[src/rtl/ctrl_pipe_pkg.sv]
// ctrl_pipe_pkg: control-word types shared by decode, ctrl_pipe and the E/M/W datapath.
// Each stage struct nests the struct of the following stage, so a stage register
// carries its own controls plus everything still needed downstream.
package ctrl_pipe_pkg;

  localparam int unsigned ALU_CTRL_WIDTH = 3;

  // Writeback-stage controls
  typedef struct packed {
    logic resultSelector;
    logic writeEnableScalar;
    logic writeEnableVector;
  } ctrl_w_t;

  // Memory-stage controls plus the writeback controls riding along
  typedef struct packed {
    logic    writeToMemoryEnable;
    logic    outFlag;
    ctrl_w_t w;
  } ctrl_m_t;

  // Execute-stage controls plus everything for M and W
  typedef struct packed {
    logic                      isScalarInstruction;
    logic                      isVectorScalarOperation;
    logic                      useInmediate;
    logic [ALU_CTRL_WIDTH-1:0] aluControl;
    ctrl_m_t                   m;
  } ctrl_e_t;

  // NOP words: identical to the decode of opcode 4'b0000 (all fields zero)
  localparam ctrl_w_t CTRL_W_NOP = '0;
  localparam ctrl_m_t CTRL_M_NOP = '0;
  localparam ctrl_e_t CTRL_E_NOP = '0;

endpackage

[src/rtl/ctrl_stage_reg.sv]
// ctrl_stage_reg: one pipeline stage register (valid, destReg, control struct).
// Ports:
//   clk, reset        rising-edge clock, synchronous active-high reset
//   hold              keep current contents (wins over clear)
//   clear             load the NOP word instead of the incoming values
//   loadValid/loadDest/loadCtrl  values captured on a normal advance
//   valid/dest/ctrl   registered stage contents
// Priority per edge: reset > hold > clear > load.
module ctrl_stage_reg #(
  parameter type         T              = logic,
  parameter T            NOP            = '0,
  parameter int unsigned REG_ADDR_WIDTH = 4
) (
  input  logic                      clk,
  input  logic                      reset,
  input  logic                      hold,
  input  logic                      clear,
  input  logic                      loadValid,
  input  logic [REG_ADDR_WIDTH-1:0] loadDest,
  input  T                          loadCtrl,
  output logic                      valid,
  output logic [REG_ADDR_WIDTH-1:0] dest,
  output T                          ctrl
);

  // Stage register with hold and clear-to-NOP
  always_ff @(posedge clk) begin
    if (reset) begin
      valid <= 1'b0;
      dest  <= '0;
      ctrl  <= NOP;
    end else if (hold) begin
      valid <= valid;
      dest  <= dest;
      ctrl  <= ctrl;
    end else if (clear) begin
      valid <= 1'b0;
      dest  <= '0;
      ctrl  <= NOP;
    end else begin
      valid <= loadValid;
      dest  <= loadDest;
      ctrl  <= loadCtrl;
    end
  end

endmodule

[src/rtl/ctrl_pipe.sv]
// ctrl_pipe: carries decoded control from decode through the E, M and W stage registers.
// Optional feature macro: CTRL_PIPE_PERF_EN adds saturating retiredCount/bubbleCount.
// Ports:
//   clk, reset                  clock, synchronous active-high reset
//   validD, *ED, *MD, *WBD      decode-stage valid, control fields, destRegD
//   stallAll                    freeze all stage registers
//   bubbleE                     load NOP into Execute while M/W keep draining
//   validE/M/W, destRegE/M/W    stage occupancy and destination index (unqualified)
//   *E, *M, *W controls         per-stage control outputs; side effects gated by valid
//   retiredCount, bubbleCount   performance counters (CTRL_PIPE_PERF_EN only)
module ctrl_pipe
  import ctrl_pipe_pkg::*;
#(
  parameter int unsigned REG_ADDR_WIDTH = 4
`ifdef CTRL_PIPE_PERF_EN
  , parameter int unsigned CNT_WIDTH = 32
`endif
) (
  input  logic                      clk,
  input  logic                      reset,
  input  logic                      validD,
  input  logic                      isScalarInstructionED,
  input  logic                      isVectorScalarOperationED,
  input  logic                      useInmediateED,
  input  logic [ALU_CTRL_WIDTH-1:0] aluControlED,
  input  logic                      writeToMemoryEnableMD,
  input  logic                      outFlagMD,
  input  logic                      resultSelectorWBD,
  input  logic                      writeEnableScalarWBD,
  input  logic                      writeEnableVectorWBD,
  input  logic [REG_ADDR_WIDTH-1:0] destRegD,
  input  logic                      stallAll,
  input  logic                      bubbleE,
  output logic                      validE,
  output logic                      validM,
  output logic                      validW,
  output logic                      isScalarInstructionE,
  output logic                      isVectorScalarOperationE,
  output logic                      useInmediateE,
  output logic [ALU_CTRL_WIDTH-1:0] aluControlE,
  output logic                      writeToMemoryEnableM,
  output logic                      outFlagM,
  output logic                      resultSelectorW,
  output logic                      writeEnableScalarW,
  output logic                      writeEnableVectorW,
  output logic [REG_ADDR_WIDTH-1:0] destRegE,
  output logic [REG_ADDR_WIDTH-1:0] destRegM,
  output logic [REG_ADDR_WIDTH-1:0] destRegW
`ifdef CTRL_PIPE_PERF_EN
  , output logic [CNT_WIDTH-1:0]    retiredCount
  , output logic [CNT_WIDTH-1:0]    bubbleCount
`endif
);

  ctrl_e_t ctrlD;
  ctrl_e_t ctrlE;
  ctrl_m_t ctrlM;
  ctrl_w_t ctrlW;
  logic    clearE;

  // Pack decode inputs into the Execute control word
  always_comb begin
    ctrlD                           = CTRL_E_NOP;
    ctrlD.isScalarInstruction       = isScalarInstructionED;
    ctrlD.isVectorScalarOperation   = isVectorScalarOperationED;
    ctrlD.useInmediate              = useInmediateED;
    ctrlD.aluControl                = aluControlED;
    ctrlD.m.writeToMemoryEnable     = writeToMemoryEnableMD;
    ctrlD.m.outFlag                 = outFlagMD;
    ctrlD.m.w.resultSelector        = resultSelectorWBD;
    ctrlD.m.w.writeEnableScalar     = writeEnableScalarWBD;
    ctrlD.m.w.writeEnableVector     = writeEnableVectorWBD;
  end

  // A bubble or an empty decode slot both put a NOP into Execute
  assign clearE = bubbleE | ~validD;

  ctrl_stage_reg #(
    .T              (ctrl_e_t),
    .NOP            (CTRL_E_NOP),
    .REG_ADDR_WIDTH (REG_ADDR_WIDTH)
  ) stageE (
    .clk       (clk),
    .reset     (reset),
    .hold      (stallAll),
    .clear     (clearE),
    .loadValid (validD),
    .loadDest  (destRegD),
    .loadCtrl  (ctrlD),
    .valid     (validE),
    .dest      (destRegE),
    .ctrl      (ctrlE)
  );

  ctrl_stage_reg #(
    .T              (ctrl_m_t),
    .NOP            (CTRL_M_NOP),
    .REG_ADDR_WIDTH (REG_ADDR_WIDTH)
  ) stageM (
    .clk       (clk),
    .reset     (reset),
    .hold      (stallAll),
    .clear     (1'b0),
    .loadValid (validE),
    .loadDest  (destRegE),
    .loadCtrl  (ctrlE.m),
    .valid     (validM),
    .dest      (destRegM),
    .ctrl      (ctrlM)
  );

  ctrl_stage_reg #(
    .T              (ctrl_w_t),
    .NOP            (CTRL_W_NOP),
    .REG_ADDR_WIDTH (REG_ADDR_WIDTH)
  ) stageW (
    .clk       (clk),
    .reset     (reset),
    .hold      (stallAll),
    .clear     (1'b0),
    .loadValid (validM),
    .loadDest  (destRegM),
    .loadCtrl  (ctrlM.w),
    .valid     (validW),
    .dest      (destRegW),
    .ctrl      (ctrlW)
  );

  // Non-side-effect fields straight from the registers
  assign isScalarInstructionE     = ctrlE.isScalarInstruction;
  assign isVectorScalarOperationE = ctrlE.isVectorScalarOperation;
  assign useInmediateE            = ctrlE.useInmediate;
  assign aluControlE              = ctrlE.aluControl;
  assign resultSelectorW          = ctrlW.resultSelector;

  // Side effects qualified by stage valid so an empty stage never writes
  assign writeToMemoryEnableM = ctrlM.writeToMemoryEnable & validM;
  assign outFlagM             = ctrlM.outFlag & validM;
  assign writeEnableScalarW   = ctrlW.writeEnableScalar & validW;
  assign writeEnableVectorW   = ctrlW.writeEnableVector & validW;

`ifdef CTRL_PIPE_PERF_EN
  // Saturating retire/bubble counters; frozen while the pipe is stalled
  always_ff @(posedge clk) begin
    if (reset) begin
      retiredCount <= '0;
      bubbleCount  <= '0;
    end else if (!stallAll) begin
      if (validW && (retiredCount != '1)) begin
        retiredCount <= retiredCount + CNT_WIDTH'(1);
      end
      if (bubbleE && (bubbleCount != '1)) begin
        bubbleCount <= bubbleCount + CNT_WIDTH'(1);
      end
    end
  end
`endif

endmodule

[config.mk]
export PLATFORM = sky130hd
export DESIGN_NAME = ctrl_pipe
export DESIGN_NICKNAME = d
export VERILOG_FILES = /design/src/rtl/ctrl_pipe_pkg.sv /design/src/rtl/ctrl_stage_reg.sv /design/src/rtl/ctrl_pipe.sv
export SDC_FILE = /design/constraint.sdc
export NUM_CORES = 1
export LEC_CHECK = 0
export ABC_AREA = 1
export BUFFER_PORTS_ARGS = -buffer_cell sky130_fd_sc_hd__buf_2
export CAP_MARGIN = 20
export CORE_ASPECT_RATIO = 0.8
export CORE_MARGIN = 2
export CORE_UTILIZATION = 25
export DETAILED_ROUTE_END_ITERATION = 8
export GPL_ROUTABILITY_DRIVEN = 0
export HOLD_SLACK_MARGIN = 0.06
export PLACE_DENSITY = 0.55
export SYNTH_ARGS = -nofsm -noshare
export SYNTH_HDL_FRONTEND = slang
export SYNTH_HIERARCHICAL = 1
export SYNTH_SLANG_ARGS = --single-unit
[constraint.sdc]
create_clock -name clk -period 1.1 [get_ports clk]
set_input_delay 0.11 -clock clk [delete_from_list [all_inputs] [get_ports clk]]
set_output_delay 0.11 -clock clk [all_outputs]
set_load 0.03 [all_outputs]
-- Word-level counts from Yosys, hierarchy flattened
Index checks and enable logic that the tools add are counted.
- bits in registers: 34
- logic and storage cells: 32
- input bits: 20
- output and inout port bits: 26
- muxes and demuxes: 3
- bitwise logic cells: 6
- operators by type and width (kind ; number):
    $mux W11 ; 1
    $and A1 B1 Y1 ; 4
    $mux W4 ; 1
    $mux W1 ; 1
    $not A1 Y1 ; 1
    $or A1 B1 Y1 ; 1

-- Depth between registers and ports, before layout
- depth after elaboration: 3
- depth in mapped cells: 6
- mapped depth without buffers: 5

-- Cells and area by module
Netlist, hierarchy kept.
- modules (own cells, without submodules) (module ; cells each ; area each (µm²) ; instances):
    ctrl_stage_reg at stageE ; 70 ; 584.3 ; 1
    ctrl_stage_reg at stageM ; 43 ; 355.3 ; 1
    ctrl_stage_reg at stageW ; 35 ; 295.3 ; 1
    ctrl_pipe ; 11 ; 41.3 ; 1

-- Worst setup path before layout
Ideal clock, no wire load.
- kind: flip-flop to output port
- start: reg stageM.valid
- end: out outFlagM
- setup slack: 0.167 ns
- arrival time: 0.823 ns
- stages on the path, launching flop included: 3
- required time: 0.990 ns
- cells stage by stage: dfxtp_1 nand2_1 inv_1
- word-level cells in the longest chain between the ends: 1
- RTL lines (what ; line ; text):
    start: declaration ; ctrl_stage_reg.sv:21 ; output logic valid,
    start signal: assignment ; ctrl_stage_reg.sv:33 ; valid <= valid;
    start signal: assignment ; ctrl_stage_reg.sv:41 ; valid <= loadValid;
    $and A1 B1 Y1 ; ctrl_pipe.sv:138 ; assign outFlagM = ctrlM.outFlag & validM;
    end: declaration ; ctrl_pipe.sv:42 ; output logic outFlagM,
Every way passes these cells.

-- Worst setup path after layout
- start: reg stageW.valid
- end: out writeEnableScalarW
- word-level cells in the longest chain between the ends: 1
- RTL lines (what ; line ; text):
    start: declaration ; ctrl_stage_reg.sv:21 ;
    start signal: assignment ; ctrl_stage_reg.sv:33 ;
    start signal: assignment ; ctrl_stage_reg.sv:41 ;
    $and A1 B1 Y1 ; ctrl_pipe.sv:139 ; assign writeEnableScalarW = ctrlW.writeEnableScalar & validW;
    end: declaration ; ctrl_pipe.sv:44 ; output logic writeEnableScalarW,
Every way passes these cells.

==> out/qor.txt <==
Status: completed
Antenna-violating nets left: 0
GRT Util Overall: 11.3%
Hold Path Stages: 3
CP Launch Type: flop
Fmax: 968 MHz
RSZ-0062 raised after global routing: no
Number of max-cap violations: 0
Critical-path cell list: nand2_1 -> inv_1 -> buf_2
Final WL: 2940 um
Deepest clock path buffer count: 2
Fillers: 553
Hold Path Sink: stageE/ctrl[7]$_SDFFE_PP0N_
Fin. Hold Viols: 0
Min Tclk post-route: 1.03 ns
Crit Path Class: reg2out
CTS tree: yes
Nets: 229
Vias/cell: 4.14
Hold_sp: aluControlED[2]
Reg2Reg Depth: 2
Initial core utilization: 25.6%
Total power: 2.37 mW
Flop and latch count out of synthesis: 34
Initial antenna violation count: 0
CP max stage cell: dfxtp_1
CTS HTree Levels: 2
Grt total ovfl: 0
Die height: 67.9 um
CTS Buf Count: 5
CTS Sinks: 34
Diodes inserted: 0
Die Area: 0.00570 mm^2
Critical Path Max Stage Delay: 0.36 ns
Share of cells above drive strength 1: 30.5%
First-pass detailed-route iteration total: 4
Core Region: 0.00498 mm^2
Root buf cell: clkbuf_8
Launching point of the worst reg2reg path: stageE/dest[2]$_SDFFE_PP0N_
Port buffer count: 45
Final Cycle Share: 93.9%
VDD IR-drop max: 0.000551 V
Reg-to-reg critical path endpoint: stageE/dest[2]$_SDFFE_PP0N_
Max-slew violations: 0
IO Pins: 46
Mean post-synth cell area: 8.03 um^2
Area Growth Syn to Fin: 30.9%
Vias in the first global route: 1,006
Clock Latency Late Sink: 0.28 ns
Reg-to-reg setup timing slack: 0.46 ns
DIE WIDTH: 83.9 um
Clk slew on worst S/H paths: 0.07 ns
Setup tns final: 0 ns
Static leakage: 0.731 nW
Final setup violation count: 0
Hold Path Class: in2reg
Synthesized area: 0.00128 mm^2
Core Util, Final: 33.6%
Critical path arrival: 0.92 ns
YS warnings: 6
Drt drc: 0
Worst Path Max Fanout: 4
Post-CTS Hold Fix Bufs: 0
CP required: 0.99 ns
Synth cell types: 13
Crit end category: output pin
Rows: 23
Pwr Density: 1420 mW/mm^2
Routed len/inst: 10.8 um
Initial DRC count: 33
Layout Skew: 0.00256 ns
Largest net degree at the start of global routing: 35
Placed wire-length estimate: 2130 um
Routed via count: 1,125
Sequential fraction of the synthesis area: 53.3%
Cells after Synth: 159
First-pass GRT wire length: 4890 um
worst max-delay path by stage:
stage	slack, ns	start	cells after the start	to
3_3_place_gp	0.18	stallAll	4	stageW/dest[3]$_SDFFE_PP0N_
4_1_cts	0.04	stageM/valid$_SDFFE_PP0N_	3	writeToMemoryEnableM
6_report	0.07	stageW/valid$_SDFFE_PP0N_	3	writeEnableScalarW
5_1_grt	0.0004	stageW/valid$_SDFFE_PP0N_	3	writeEnableVectorW
2_1_floorplan	0.17	stageM/valid$_SDFFE_PP0N_	2	outFlagM
3_5_place_dp	0.15	stallAll	4	stageW/ctrl[1]$_SDFFE_PP0N_
what timing repair did:
item / CTS / global route
setup endpoints to repair: 2 / 2
gates resized for setup: 1 / 3
cloned: 0 / 0
buffers inserted: 0 / 0
layout make-up:
type | instances | area (um^2) | area share (%)
Timing Repair Buffer | 51 | 288 | 17.2
Multi-Input combinational cell | 112 | 510 | 30.6
Clock inverter | 1 | 5.00 | 0.300
Clock buffer | 7 | 86.3 | 5.17
Sequential cell | 34 | 684 | 41.0
Tap cell | 62 | 77.6 | 4.64
Inverter | 5 | 18.8 | 1.12
cell usage in the layout, fill, tap and decap left out, drive strengths merged:
master,Yosys,routed
a21oi,34,34
buf,7,49
clkbuf,2,9
clkinv,0,1
conb,1,2
dfxtp,34,34
inv,5,5
nand2,73,73
nor2,3,3
synth_stat cells:
| master | instances | share of area [%] |
|---|---|---|
| a21oi_2 | 2 | 1.4 |
| nand2_1 | 73 | 21 |
| buf_1 | 1 | 0.29 |
| nor2_4 | 1 | 0.88 |
| buf_8 | 1 | 1.2 |
| nor2_8 | 2 | 3.1 |
| buf_6 | 3 | 2.6 |
| a21oi_1 | 32 | 13 |
| conb_1 | 1 | 0.29 |
| inv_1 | 5 | 1.5 |
| clkbuf_1 | 2 | 0.59 |
| buf_2 | 2 | 0.78 |
| dfxtp_1 | 34 | 53 |
kinds of logic (layout without fill, tap and decap cells):
family | count (synthesis) | count (layout) | synth area share [%]
simple gates | 76 | 76 | 25.5
compound gates | 34 | 34 | 13.9
flops | 34 | 34 | 53.3
buf+inv | 14 | 64 | 6.96
other cells | 1 | 2 | 0.294
power by group:
part / switching (mW) / internal, mW
combinational: 0.118 / 0.0697
clock: 0.419 / 0.504
sequential: 0.0101 / 1.25
total: 0.548 / 1.82
per-stage QoR:
step | setup slack [ns] | hold slack, ns | instances | instance area, um^2
after detailed placement | 0.147 | 0.369 | 264 | 1570
after global placement | 0.183 | 0.362 | 264 | 1570
after CTS | 0.0423 | 0.0608 | 272 | 1660
after global routing | 0.000444 | 0.0686 | 272 | 1670
final | 0.0666 | 0.0740 | 272 | 1670
after floorplan | 0.167 | 0.253 | 160 | 1280
sequential cells by signal, indices dropped and copies added, names as in the netlist, 3 cells and up:
register     count
stageE/ctrl     11
stageM/ctrl      5
stageW/ctrl      3
stageE/dest      4
stageM/dest      4
stageW/dest      4
worst max-delay path: cells and delay by family (launching register included):
family | cells | cell delay [ns]
flip-flops | 1 | 0.36
buffers and inverters | 2 | 0.22
AND/OR/NAND/NOR | 1 | 0.06
metal layers:
layer	up-vias	global-route usage (%)	wire length, um
met5	-	0	0
met4	0	4.84	40
met3	5	4.46	201
met2	33	16.4	1240
met1	488	14.9	1470
li1	599	-	-
Note: power is estimated with default switching activity, not from simulation.
